==> src/rtl/stall_flush_ctrl_pkg.sv <==
// Shared pipeline hazard-control types.
//   hz_state_e : wait-state FSM encoding (RUN / MEM_WAIT / TIMEOUT, 2'd3 illegal)
//   hz_ctrl_t  : the seven stall/flush controls driven into the pipeline registers
package stall_flush_ctrl_pkg;

  localparam int unsigned REG_ADDR_W = 5;

  typedef enum logic [1:0] {
    HzRun     = 2'd0,
    HzMemWait = 2'd1,
    HzTimeout = 2'd2
  } hz_state_e;

  typedef struct packed {
    logic stall_f;
    logic stall_d;
    logic stall_e;
    logic stall_m;
    logic flush_d;
    logic flush_e;
    logic flush_w;
  } hz_ctrl_t;

  localparam hz_ctrl_t HzCtrlNone = '0;

  // Freeze F..M and bubble into W while data memory is busy.
  localparam hz_ctrl_t HzCtrlMemStall = '{stall_f: 1'b1, stall_d: 1'b1, stall_e: 1'b1,
                                          stall_m: 1'b1, flush_d: 1'b0, flush_e: 1'b0,
                                          flush_w: 1'b1};

endpackage

==> src/rtl/stall_flush_ctrl_hz_wait_timer.sv <==
// hz_wait_timer: saturating count of consecutive memory-wait cycles.
// Ports:
//   clk, rst_n : clock, asynchronous active-low reset
//   clr        : counter <- 0 (highest priority)
//   load       : counter <- 1 (first wait cycle)
//   inc        : counter + 1, saturating at all-ones
//   hit        : counter == WAIT_TIMEOUT
module hz_wait_timer #(
  parameter int unsigned WAIT_TIMEOUT = 64,
  parameter int unsigned CNT_W        = 7
) (
  input  logic clk,
  input  logic rst_n,
  input  logic clr,
  input  logic load,
  input  logic inc,
  output logic hit
);

  logic [CNT_W-1:0] cnt_q, cnt_d;

  always_comb begin
    cnt_d = cnt_q;
    if (clr) begin
      cnt_d = '0;
    end else if (load) begin
      cnt_d = CNT_W'(1);
    end else if (inc && (cnt_q != '1)) begin
      cnt_d = cnt_q + CNT_W'(1);
    end
  end

  always_ff @(posedge clk or negedge rst_n) begin
    if (!rst_n) begin
      cnt_q <= '0;
    end else begin
      cnt_q <= cnt_d;
    end
  end

  assign hit = (cnt_q == CNT_W'(WAIT_TIMEOUT));

endmodule

==> src/rtl/stall_flush_ctrl.sv <==
// stall_flush_ctrl: stall/flush generation for a 5-stage F/D/E/M/W pipeline.
// Handles load-use hazards, taken-branch redirects from E and data-memory waits,
// with a timeout on memory waits that latches a sticky error.
// Ports:
//   clk, rst_n               : clock, asynchronous active-low reset
//   Rs1_D/Rs2_D, UseRs*_D    : decode-stage sources and their use flags
//   Rd_E, MemRead_E, RegWrite_E, PCSrc_E : execute-stage destination/load/redirect
//   MemReq_M, MemReady_M     : M-stage memory access handshake
//   StallF/D/E/M, FlushD/E/W : pipeline register enables/clears
//   mem_timeout              : sticky, wait exceeded WAIT_TIMEOUT
//   state_o                  : FSM state (debug)
// Optional: define STALL_PERF_CNT_EN to add perf_lw_stalls, perf_mem_stalls,
// perf_flushes (32-bit wrapping event counters).
module stall_flush_ctrl
  import stall_flush_ctrl_pkg::*;
#(
  parameter int unsigned WAIT_TIMEOUT = 64,
  parameter int unsigned CNT_W        = 7
) (
  input  logic                  clk,
  input  logic                  rst_n,
  input  logic [REG_ADDR_W-1:0] Rs1_D,
  input  logic [REG_ADDR_W-1:0] Rs2_D,
  input  logic                  UseRs1_D,
  input  logic                  UseRs2_D,
  input  logic [REG_ADDR_W-1:0] Rd_E,
  input  logic                  MemRead_E,
  input  logic                  RegWrite_E,
  input  logic                  PCSrc_E,
  input  logic                  MemReq_M,
  input  logic                  MemReady_M,
  output logic                  StallF,
  output logic                  StallD,
  output logic                  StallE,
  output logic                  StallM,
  output logic                  FlushD,
  output logic                  FlushE,
  output logic                  FlushW,
  output logic                  mem_timeout,
  output logic [1:0]            state_o
`ifdef STALL_PERF_CNT_EN
  ,
  output logic [31:0]           perf_lw_stalls,
  output logic [31:0]           perf_mem_stalls,
  output logic [31:0]           perf_flushes
`endif
);

  hz_state_e state_q, state_d;
  hz_ctrl_t  run_ctrl, ctrl;
  logic      lw_haz, mem_hold;
  logic      run_lw, run_br;
  logic      timeout_q, timeout_d;
  logic      tmr_clr, tmr_load, tmr_inc, tmr_hit;

  // x0 is hard-wired zero, so it can never be a real producer.
  assign lw_haz = MemRead_E & RegWrite_E & (Rd_E != '0) &
                  ((UseRs1_D & (Rs1_D == Rd_E)) | (UseRs2_D & (Rs2_D == Rd_E)));
  assign mem_hold = MemReq_M & ~MemReady_M;

  // Redirect beats load-use: the dependent instruction is squashed anyway.
  assign run_br = ~mem_hold & PCSrc_E;
  assign run_lw = ~mem_hold & ~PCSrc_E & lw_haz;

  always_comb begin
    run_ctrl = HzCtrlNone;
    if (mem_hold) begin
      // Branch in E is frozen with the rest of the pipe, not flushed.
      run_ctrl = HzCtrlMemStall;
    end else if (run_br) begin
      run_ctrl.flush_d = 1'b1;
      run_ctrl.flush_e = 1'b1;
    end else if (run_lw) begin
      run_ctrl.stall_f = 1'b1;
      run_ctrl.stall_d = 1'b1;
      run_ctrl.flush_e = 1'b1;
    end
  end

  always_comb begin
    ctrl      = run_ctrl;
    state_d   = state_q;
    timeout_d = timeout_q;
    tmr_clr   = 1'b0;
    tmr_load  = 1'b0;
    tmr_inc   = 1'b0;
    unique case (state_q)
      HzRun: begin
        if (mem_hold) begin
          state_d  = HzMemWait;
          tmr_load = 1'b1;
        end
      end
      HzMemWait: begin
        // Release is combinational: RUN rules already apply in the ready cycle.
        if (!mem_hold) begin
          state_d = HzRun;
          tmr_clr = 1'b1;
        end else if (tmr_hit) begin
          state_d   = HzTimeout;
          timeout_d = 1'b1;
        end else begin
          tmr_inc = 1'b1;
        end
      end
      HzTimeout: begin
        ctrl = HzCtrlMemStall;
      end
      default: begin
        state_d = HzRun;
        tmr_clr = 1'b1;
      end
    endcase
  end

  always_ff @(posedge clk or negedge rst_n) begin
    if (!rst_n) begin
      state_q   <= HzRun;
      timeout_q <= 1'b0;
    end else begin
      state_q   <= state_d;
      timeout_q <= timeout_d;
    end
  end

  hz_wait_timer #(
    .WAIT_TIMEOUT(WAIT_TIMEOUT),
    .CNT_W       (CNT_W)
  ) u_wait_timer (
    .clk  (clk),
    .rst_n(rst_n),
    .clr  (tmr_clr),
    .load (tmr_load),
    .inc  (tmr_inc),
    .hit  (tmr_hit)
  );

  assign StallF      = ctrl.stall_f;
  assign StallD      = ctrl.stall_d;
  assign StallE      = ctrl.stall_e;
  assign StallM      = ctrl.stall_m;
  assign FlushD      = ctrl.flush_d;
  assign FlushE      = ctrl.flush_e;
  assign FlushW      = ctrl.flush_w;
  assign mem_timeout = timeout_q;
  assign state_o     = state_q;

`ifdef STALL_PERF_CNT_EN
  logic [31:0] perf_lw_q, perf_mem_q, perf_fl_q;
  logic        not_timeout;

  assign not_timeout = (state_q != HzTimeout);

  always_ff @(posedge clk or negedge rst_n) begin
    if (!rst_n) begin
      perf_lw_q  <= '0;
      perf_mem_q <= '0;
      perf_fl_q  <= '0;
    end else begin
      if (not_timeout && run_lw) perf_lw_q <= perf_lw_q + 32'd1;
      if (ctrl.stall_m)          perf_mem_q <= perf_mem_q + 32'd1;
      if (not_timeout && run_br) perf_fl_q <= perf_fl_q + 32'd1;
    end
  end

  assign perf_lw_stalls  = perf_lw_q;
  assign perf_mem_stalls = perf_mem_q;
  assign perf_flushes    = perf_fl_q;
`endif

endmodule
==> config.mk <==
export PLATFORM = sky130hd
export DESIGN_NAME = stall_flush_ctrl
export DESIGN_NICKNAME = d
export VERILOG_FILES = /design/src/rtl/stall_flush_ctrl_pkg.sv /design/src/rtl/stall_flush_ctrl_hz_wait_timer.sv /design/src/rtl/stall_flush_ctrl.sv
export SDC_FILE = /design/constraint.sdc
export NUM_CORES = 1
export LEC_CHECK = 0
export CAP_MARGIN = 5
export CORE_MARGIN = 2
export CORE_UTILIZATION = 25
export DETAILED_ROUTE_END_ITERATION = 7
export HOLD_SLACK_MARGIN = 0.03
export PLACE_DENSITY = 0.56
export SYNTH_ARGS = -nofsm -noshare
export SYNTH_HDL_FRONTEND = slang
export SYNTH_HIERARCHICAL = 1
export SYNTH_SLANG_ARGS = --single-unit
export TNS_END_PERCENT = 10
==> constraint.sdc <==
create_clock -name clk -period 1.9 [get_ports clk]
set_input_delay 0.38 -clock clk [delete_from_list [all_inputs] [get_ports clk]]
set_output_delay 0.38 -clock clk [all_outputs]
set_load 0.02 [all_outputs]
==> results of run 1 <==
==> sequential cells by signal (all words and copies together) (netlist names) <==
name                count
u_wait_timer/cnt_q      7
state_o                 2
mem_timeout             1
==> cells in the mapped netlist (2+ instances only) <==
| cell type | count |
|---|---|
| sky130_fd_sc_hd__nor3_1 | 3 |
| sky130_fd_sc_hd__nand4_1 | 2 |
| sky130_fd_sc_hd__nand3_1 | 2 |
| sky130_fd_sc_hd__a21oi_1 | 3 |
| sky130_fd_sc_hd__dfrtp_1 | 10 |
| sky130_fd_sc_hd__buf_4 | 3 |
| sky130_fd_sc_hd__nor2_1 | 6 |
| sky130_fd_sc_hd__nand2b_1 | 3 |
| sky130_fd_sc_hd__xnor2_1 | 2 |
| sky130_fd_sc_hd__nand2_1 | 7 |
| sky130_fd_sc_hd__nor4_1 | 2 |
| sky130_fd_sc_hd__a211oi_1 | 4 |
| sky130_fd_sc_hd__xor2_1 | 8 |
| sky130_fd_sc_hd__ha_1 | 2 |
| sky130_fd_sc_hd__and3_1 | 5 |
| sky130_fd_sc_hd__inv_1 | 4 |
==> layout make-up <==
type	count	area (µm²)	area share [%]
clock buffers	4	36.3	2.87
repair buffers	48	394	31.1
inverters	4	15.0	1.19
well taps	31	38.8	3.06
multi-input cells	67	532	42.0
flip-flops and latches	10	250	19.8
==> power by group through the flow <==
stage / sequential (µW) / combinational [µW] / clock, µW
3_5_place_dp: 228 / 196 / 0
6_report: 225 / 196 / 195
4_1_cts: 225 / 189 / 200
3_3_place_gp: 228 / 193 / 0
5_1_grt: 226 / 214 / 209
2_1_floorplan: 233 / 78.1 / 0
==> kinds of logic after synthesis <==
group                      after synthesis  synth area share [%]
buffers and inverters                    8                  6.43
AOI/OAI and AO/OA                       16                  16.5
and+or+nand+nor                         38                  27.9
muxes                                    1                  1.32
adders and majority gates                2                  3.30
xor gates and xnor gates                10                  11.6
DFF                                     10                  33.0
==> worst paths after layout <==
check / from / end / slack [ps]
worst max-delay path: Rs1_D[0] / StallD / -3
worst min-delay path: rst_n / u_wait_timer/cnt_q[5] / 420
worst max register to register: u_wait_timer/cnt_q[2] / u_wait_timer/cnt_q[4] / 180
worst min register to register: mem_timeout / mem_timeout / 470
max in group asynchronous: rst_n / state_o[1] / 1170
min in group clk: mem_timeout / mem_timeout / 470
==> critical path: stages <==
cell and delay (ps):
sky130_fd_sc_hd__clkdlybuf4s15_1 170, sky130_fd_sc_hd__xor2_1 170, sky130_fd_sc_hd__nor4_2 300, sky130_fd_sc_hd__a32oi_2 120, sky130_fd_sc_hd__o31ai_4 230, sky130_fd_sc_hd__buf_6 150
==> metal layers <==
layer / share of wire, % / global-route usage, %
met1: 43 / 15.2
met5: 0 / 0
met2: 45 / 21.3
met3: 10 / 2.18
met4: 1.7 / 4.87
==> stage by stage <==
stage,worst slack [ps],power [µW],instance area [µm²],utilization [%]
final,-2.58,617,1270,44.8
after global routing,-87.5,649,1270,44.8
after CTS,-37.0,613,1230,43.5
after detailed placement,-880,424,1210,42.9
after global placement,-848,421,1210,42.9
after floorplan,-4.15,311,767,-
==> timing repair <==
action | 4_1_cts | 5_1_grt
resized for setup | 71 | 14
setup endpoints to repair | 7 | 11
pin swaps | 8 | 0
==> results.rst, run 1 <==
.. list-table::
   :header-rows: 1

   * - Metric
     - Value
   * - Outcome
     - finished with violations
   * - Violations in the final reports
     - negative setup slack
   * - DRC errors left
     - 0
   * - Most frequent cells in the layout
     - sky130_fd_sc_hd__buf_4 (20), sky130_fd_sc_hd__clkdlybuf4s50_1 (10), sky130_fd_sc_hd__dfrtp_1 (10)
   * - Synth Area per Inst
     - 8.92 µm²
   * - CTS buffer count
     - 3
   * - Crit-path max FO
     - 2
   * - Net Sw Power
     - 177 µW
   * - Data arrival time of the worst path
     - 1520 ps
   * - Power Internal
     - 440 µW
   * - Count of placed standard cells in the final layout, fillers left out
     - 164
   * - Layout cells sized above 1
     - 35.3%
   * - Sequential fraction of the synthesis area
     - 33.0%
   * - Combined global-route utilization of all metal layers
     - 12.3%
   * - Cell total after placement
     - 160
   * - Number of antenna violations at the first check in global routing
     - 0
   * - H-tree lvl count
     - 1
   * - #FFs+latches synth
     - 10
   * - Area of the placeable core
     - 2830 µm²
   * - Most common library cell in the layout ignoring fill and taps
     - sky130_fd_sc_hd__buf_4
   * - Number of flops mapped to enable cells by yosys
     - 0
   * - Worst path required time
     - 1520 ps
   * - GRT overflow
     - 0
   * - Endpoints failing setup
     - 2
   * - Asr flop ratio synth
     - 100%
   * - Die area
     - 3490 µm²
   * - Most frequently used flop master after synthesis
     - sky130_fd_sc_hd__dfrtp_1
   * - Via-per-instance ratio
     - 4.96
   * - Worst clock skew
     - 3.18 ps
   * - Number of buffers inserted to repair setup after CTS
     - 0
   * - Clock Tree Root
     - sky130_fd_sc_hd__clkbuf_4
   * - Largest area contributor in the synthesized netlist
     - sky130_fd_sc_hd__dfrtp_1
   * - Syn nets
     - 111
   * - Max-slew violations
     - 0
   * - Effective utilization at floorplan
     - 26.8%
   * - Path depth of the worst reg2reg path
     - 7
   * - Gate Count Post-Synth
     - 85
   * - Final cycle utilization of the critical path
     - 100%
   * - Reg clk slew, reported paths
     - 70 ps
   * - Pwr/cell area
     - 487 nW/µm²
   * - Number of max-cap violations
     - 0
   * - NumNets Final
     - 160
   * - Routed wire length per instance
     - 12.8 µm
   * - Kind of capture point of the worst setup path
     - primary output
   * - Die Span Y
     - 59.1 µm
   * - Hpwl dp
     - 1.66 mm
   * - Cell Rows
     - 19
   * - Worst hold margin
     - 419 ps
   * - Maximum resistive drop on vdd
     - 0.000330 V
   * - Crit path kind
     - in -> out
   * - Post-layout min period
     - 1900 ps
   * - P_leak
     - 0.000595 µW
   * - Setup ws final
     - -2.58 ps
   * - Warnings, synthesis
     - 6
   * - Hold Crit Class
     - in -> async
   * - Number of hold-slack violations in the final timing report
     - 0
   * - Clock latency of the later-clocked register in the worst-skew pair
     - 270 ps
   * - Clock tree from TritonCTS
     - yes
   * - Bufs on Longest Clock Path
     - 2
   * - First drt pass iteration count
     - 4
   * - Setup repair after global routing missed its margin
     - yes
   * - Clk sinks
     - 10
   * - Highest attainable clock frequency
     - 0.526 GHz
   * - Clk pwr share
     - 31.7%
   * - Number of primary I/O pins
     - 34
   * - Antenna Cells
     - 0
   * - Unique cell type count in the Yosys netlist
     - 35
   * - Final ANT Viol Nets
     - 0
   * - Setup TNS after final layout
     - -4.90 ps
   * - Fraction of post-synthesis cell area in the top cell type by area
     - 33.0%
   * - Max-slew headroom
     - 69.9%
   * - Initial DRC Count
     - 22
   * - DR vias
     - 813
   * - Synth top area cells
     - sky130_fd_sc_hd__dfrtp_1 (33%), sky130_fd_sc_hd__xor2_1 (9.2%), sky130_fd_sc_hd__and3_1 (4.1%)
   * - Via count of the first global-routing pass
     - 784
   * - Post-CTS Hold Fix Bufs
     - 0
   * - Post-synth design cell area
     - 758 µm²
   * - Part of the power in registers
     - 36.5%
   * - Combinational power share
     - 31.8%
   * - Fraction of power spent switching nets
     - 28.7%
   * - Area growth, synth to finish
     - 67.0%
   * - Buffers added on ports
     - 33
   * - Transition time at the pin with the least slew margin
     - 451 ps
   * - Wire length of the first global-routing pass
     - 3.29 mm
   * - Die X-Extent
     - 59.1 µm
   * - Type of element launching the critical path
     - input pin
   * - Largest net degree at the start of global routing
     - 11
   * - Post-detailed-routing wire length
     - 2.10 mm
   * - Number of filler cells placed in the layout
     - 276
   * - Final RePlAce weighted congestion
     - 0.773
Note: power is estimated with default switching activity, not from simulation.
==> run 2: changes to the inputs <==
- SKIP_CTS_REPAIR_TIMING: unset -> 1
==> results.rst, run 2 (synthesized netlist as in run 1, its figures left out) <==
.. list-table::
   :header-rows: 1

   * - Metric
     - Value
   * - Outcome
     - finished clean
   * - Buffers added on ports
     - 33
   * - Clock latency of the later-clocked register in the worst-skew pair
     - 270 ps
   * - Cell with the biggest individual delay on the critical path
     - sky130_fd_sc_hd__nor4_4
   * - Tot Pwr
     - 625 µW
   * - Clock Tree Root
     - sky130_fd_sc_hd__clkbuf_4
   * - Number of primary I/O pins
     - 34
   * - Layout cells sized above 1
     - 33.1%
   * - Combined global-route utilization of all metal layers
     - 12.0%
   * - DR vias
     - 818
   * - Data arrival time of the worst path
     - 1500 ps
   * - Via-per-instance ratio
     - 4.99
   * - Count of placed standard cells in the final layout, fillers left out
     - 164
   * - Die X-Extent
     - 59.1 µm
   * - Launch point of the critical path
     - Rs2_D[1]
   * - Global-route met2 utilization
     - 20.6%
   * - Highest attainable clock frequency
     - 0.533 GHz
   * - Reg-to-reg startpoint
     - u_wait_timer/cnt_q[2]
   * - Most frequent cells in the layout
     - sky130_fd_sc_hd__buf_4 (16), sky130_fd_sc_hd__dlymetal6s2s_1 (12), sky130_fd_sc_hd__clkdlybuf4s50_1 (10), sky130_fd_sc_hd__dfrtp_1 (10)
   * - Pwr/cell area
     - 470 nW/µm²
   * - CTS buffer count
     - 3
   * - Clock tree from TritonCTS
     - yes
   * - Bufs on Longest Clock Path
     - 2
   * - Number of antenna violations at the first check in global routing
     - 0
   * - Post-detailed-routing wire length
     - 2.14 mm
   * - Via count of the first global-routing pass
     - 773
   * - Number of gates on the worst path with buffers counted
     - 6
   * - Path depth of the worst reg2reg path
     - 7
   * - H-tree lvl count
     - 1
   * - Met1 layer usage reported by global route
     - 14.5%
   * - Maximum cell stage delay along the critical path
     - 280 ps
   * - Type of element launching the critical path
     - input pin
   * - Kind of capture point of the worst setup path
     - primary output
   * - Endpoints failing setup
     - 0
   * - Area of the placeable core
     - 2830 µm²
   * - Worst clock skew
     - 2.54 ps
   * - Max-slew headroom
     - 69.8%
   * - Most utilized layer in the global route result
     - met2
   * - Hpwl dp
     - 1.66 mm
   * - Final cycle utilization of the critical path
     - 98.7%
   * - Cell Rows
     - 19
   * - Reg clk slew, reported paths
     - 70 ps
   * - Final core utilization
     - 47.0%
   * - Effective utilization at floorplan
     - 26.8%
   * - DRC errors left
     - 0
   * - Most common library cell in the layout ignoring fill and taps
     - sky130_fd_sc_hd__buf_4
   * - Final RePlAce weighted congestion
     - 0.773
   * - Largest net degree at the start of global routing
     - 11
   * - Hold Crit Class
     - in -> async
   * - Number of filler cells placed in the layout
     - 266
   * - GRT overflow
     - 0
   * - CP delay by family, top
     - compound AO/OA/AOI/OAI gates
   * - GR Util met3
     - 2.40%
   * - Crit-path max FO
     - 2
   * - Max-slew violations
     - 0
   * - Final ANT Viol Nets
     - 0
   * - Maximum resistive drop on vdd
     - 0.000333 V
   * - Routed wire length per instance
     - 13.0 µm
   * - Register ranked first by flip-flop count
     - u_wait_timer/cnt_q
   * - CP bufs+invs
     - 2
   * - Die area
     - 3490 µm²
   * - NumNets Final
     - 160
   * - Cell total after placement
     - 160
   * - Antenna Cells
     - 0
   * - Die Span Y
     - 59.1 µm
   * - Transition time at the pin with the least slew margin
     - 452 ps
   * - Number of hold-slack violations in the final timing report
     - 0
   * - Crit path kind
     - in -> out
   * - Worst path required time
     - 1520 ps
   * - Post-layout min period
     - 1880 ps
   * - Setup TNS after final layout
     - 0 ps
   * - Clk sinks
     - 10
   * - First drt pass iteration count
     - 4
   * - CP cell instances
     - buf_8 -> xor2_4 -> nor4_4 -> a32oi_2 -> o31ai_4 -> buf_6
   * - Largest register FFs
     - 7
   * - P_leak
     - 0.000700 µW
   * - Area growth, synth to finish
     - 75.4%
   * - Setup repair after global routing missed its margin
     - yes
   * - Number of max-cap violations
     - 0
   * - Wire length of the first global-routing pass
     - 3.19 mm
   * - Initial DRC Count
     - 28
[run 2: changes by cell type in the layout (fill, tap and decap cells not counted), moves of 2 or more]
cell / change
sky130_fd_sc_hd__buf_2: -3
sky130_fd_sc_hd__dlygate4sd2_1: -5
sky130_fd_sc_hd__dlymetal6s2s_1: +11
sky130_fd_sc_hd__clkbuf_2: +2
sky130_fd_sc_hd__clkdlybuf4s15_1: -3
sky130_fd_sc_hd__buf_4: -4
[run 2: worst paths after layout]
kind	end	slack (ps)
min in group clk	mem_timeout	480
max in group asynchronous	state_o[1]	1170
worst min-delay path	u_wait_timer/cnt_q[5]	420
worst max-delay path	StallD	20
worst max register to register	u_wait_timer/cnt_q[4]	150
worst min register to register	mem_timeout	480
[run 2: where the power goes]
part           total [µW]  internal [µW]  leakage [µW]  switching (µW)
clock                 194            117     0.0000210            77.7
sequential            225            220      0.000136            5.14
combinational         206            111      0.000543            94.8
total                 625            448      0.000700             178
[run 2: area by class of cell]
type                            count  area [µm²]  share of cell area, %
Timing Repair Buffer               48         449                   33.8
Sequential cell                    10         250                   18.8
Clock buffer                        4        36.3                   2.73
Inverter                            4        15.0                   1.13
Tap cell                           31        38.8                   2.92
Multi-Input combinational cell     67         541                   40.6
[run 2: worst register-to-register path: stages (launching register included)]
cell and delay (ps):
sky130_fd_sc_hd__dfrtp_1 440, sky130_fd_sc_hd__nor4_2 310, sky130_fd_sc_hd__and3_1 250, sky130_fd_sc_hd__nor2_2 60, sky130_fd_sc_hd__buf_4 150, sky130_fd_sc_hd__and4_1 220
sky130_fd_sc_hd__o21ai_0 140, sky130_fd_sc_hd__a31oi_1 60
[run 2: metrics by stage]
step | setup WS, ps | hold WS [ps] | cell area (µm²)
finish | 24.5 | 422 | 1330
CTS | -891 | 433 | 1250
detailed placement | -880 | 462 | 1210
global placement | -848 | 451 | 1210
floorplan | -4.15 | 84.4 | 767
global route | -65.1 | 468 | 1330
[run 2: layer usage]
| metal | vias to the layer above | share of wire [%] |
|---|---|---|
| li1 | 403 | - |
| met5 | - | 0 |
| met4 | 0 | 1.2 |
| met1 | 372 | 42 |
| met2 | 39 | 46 |
| met3 | 4 | 11 |
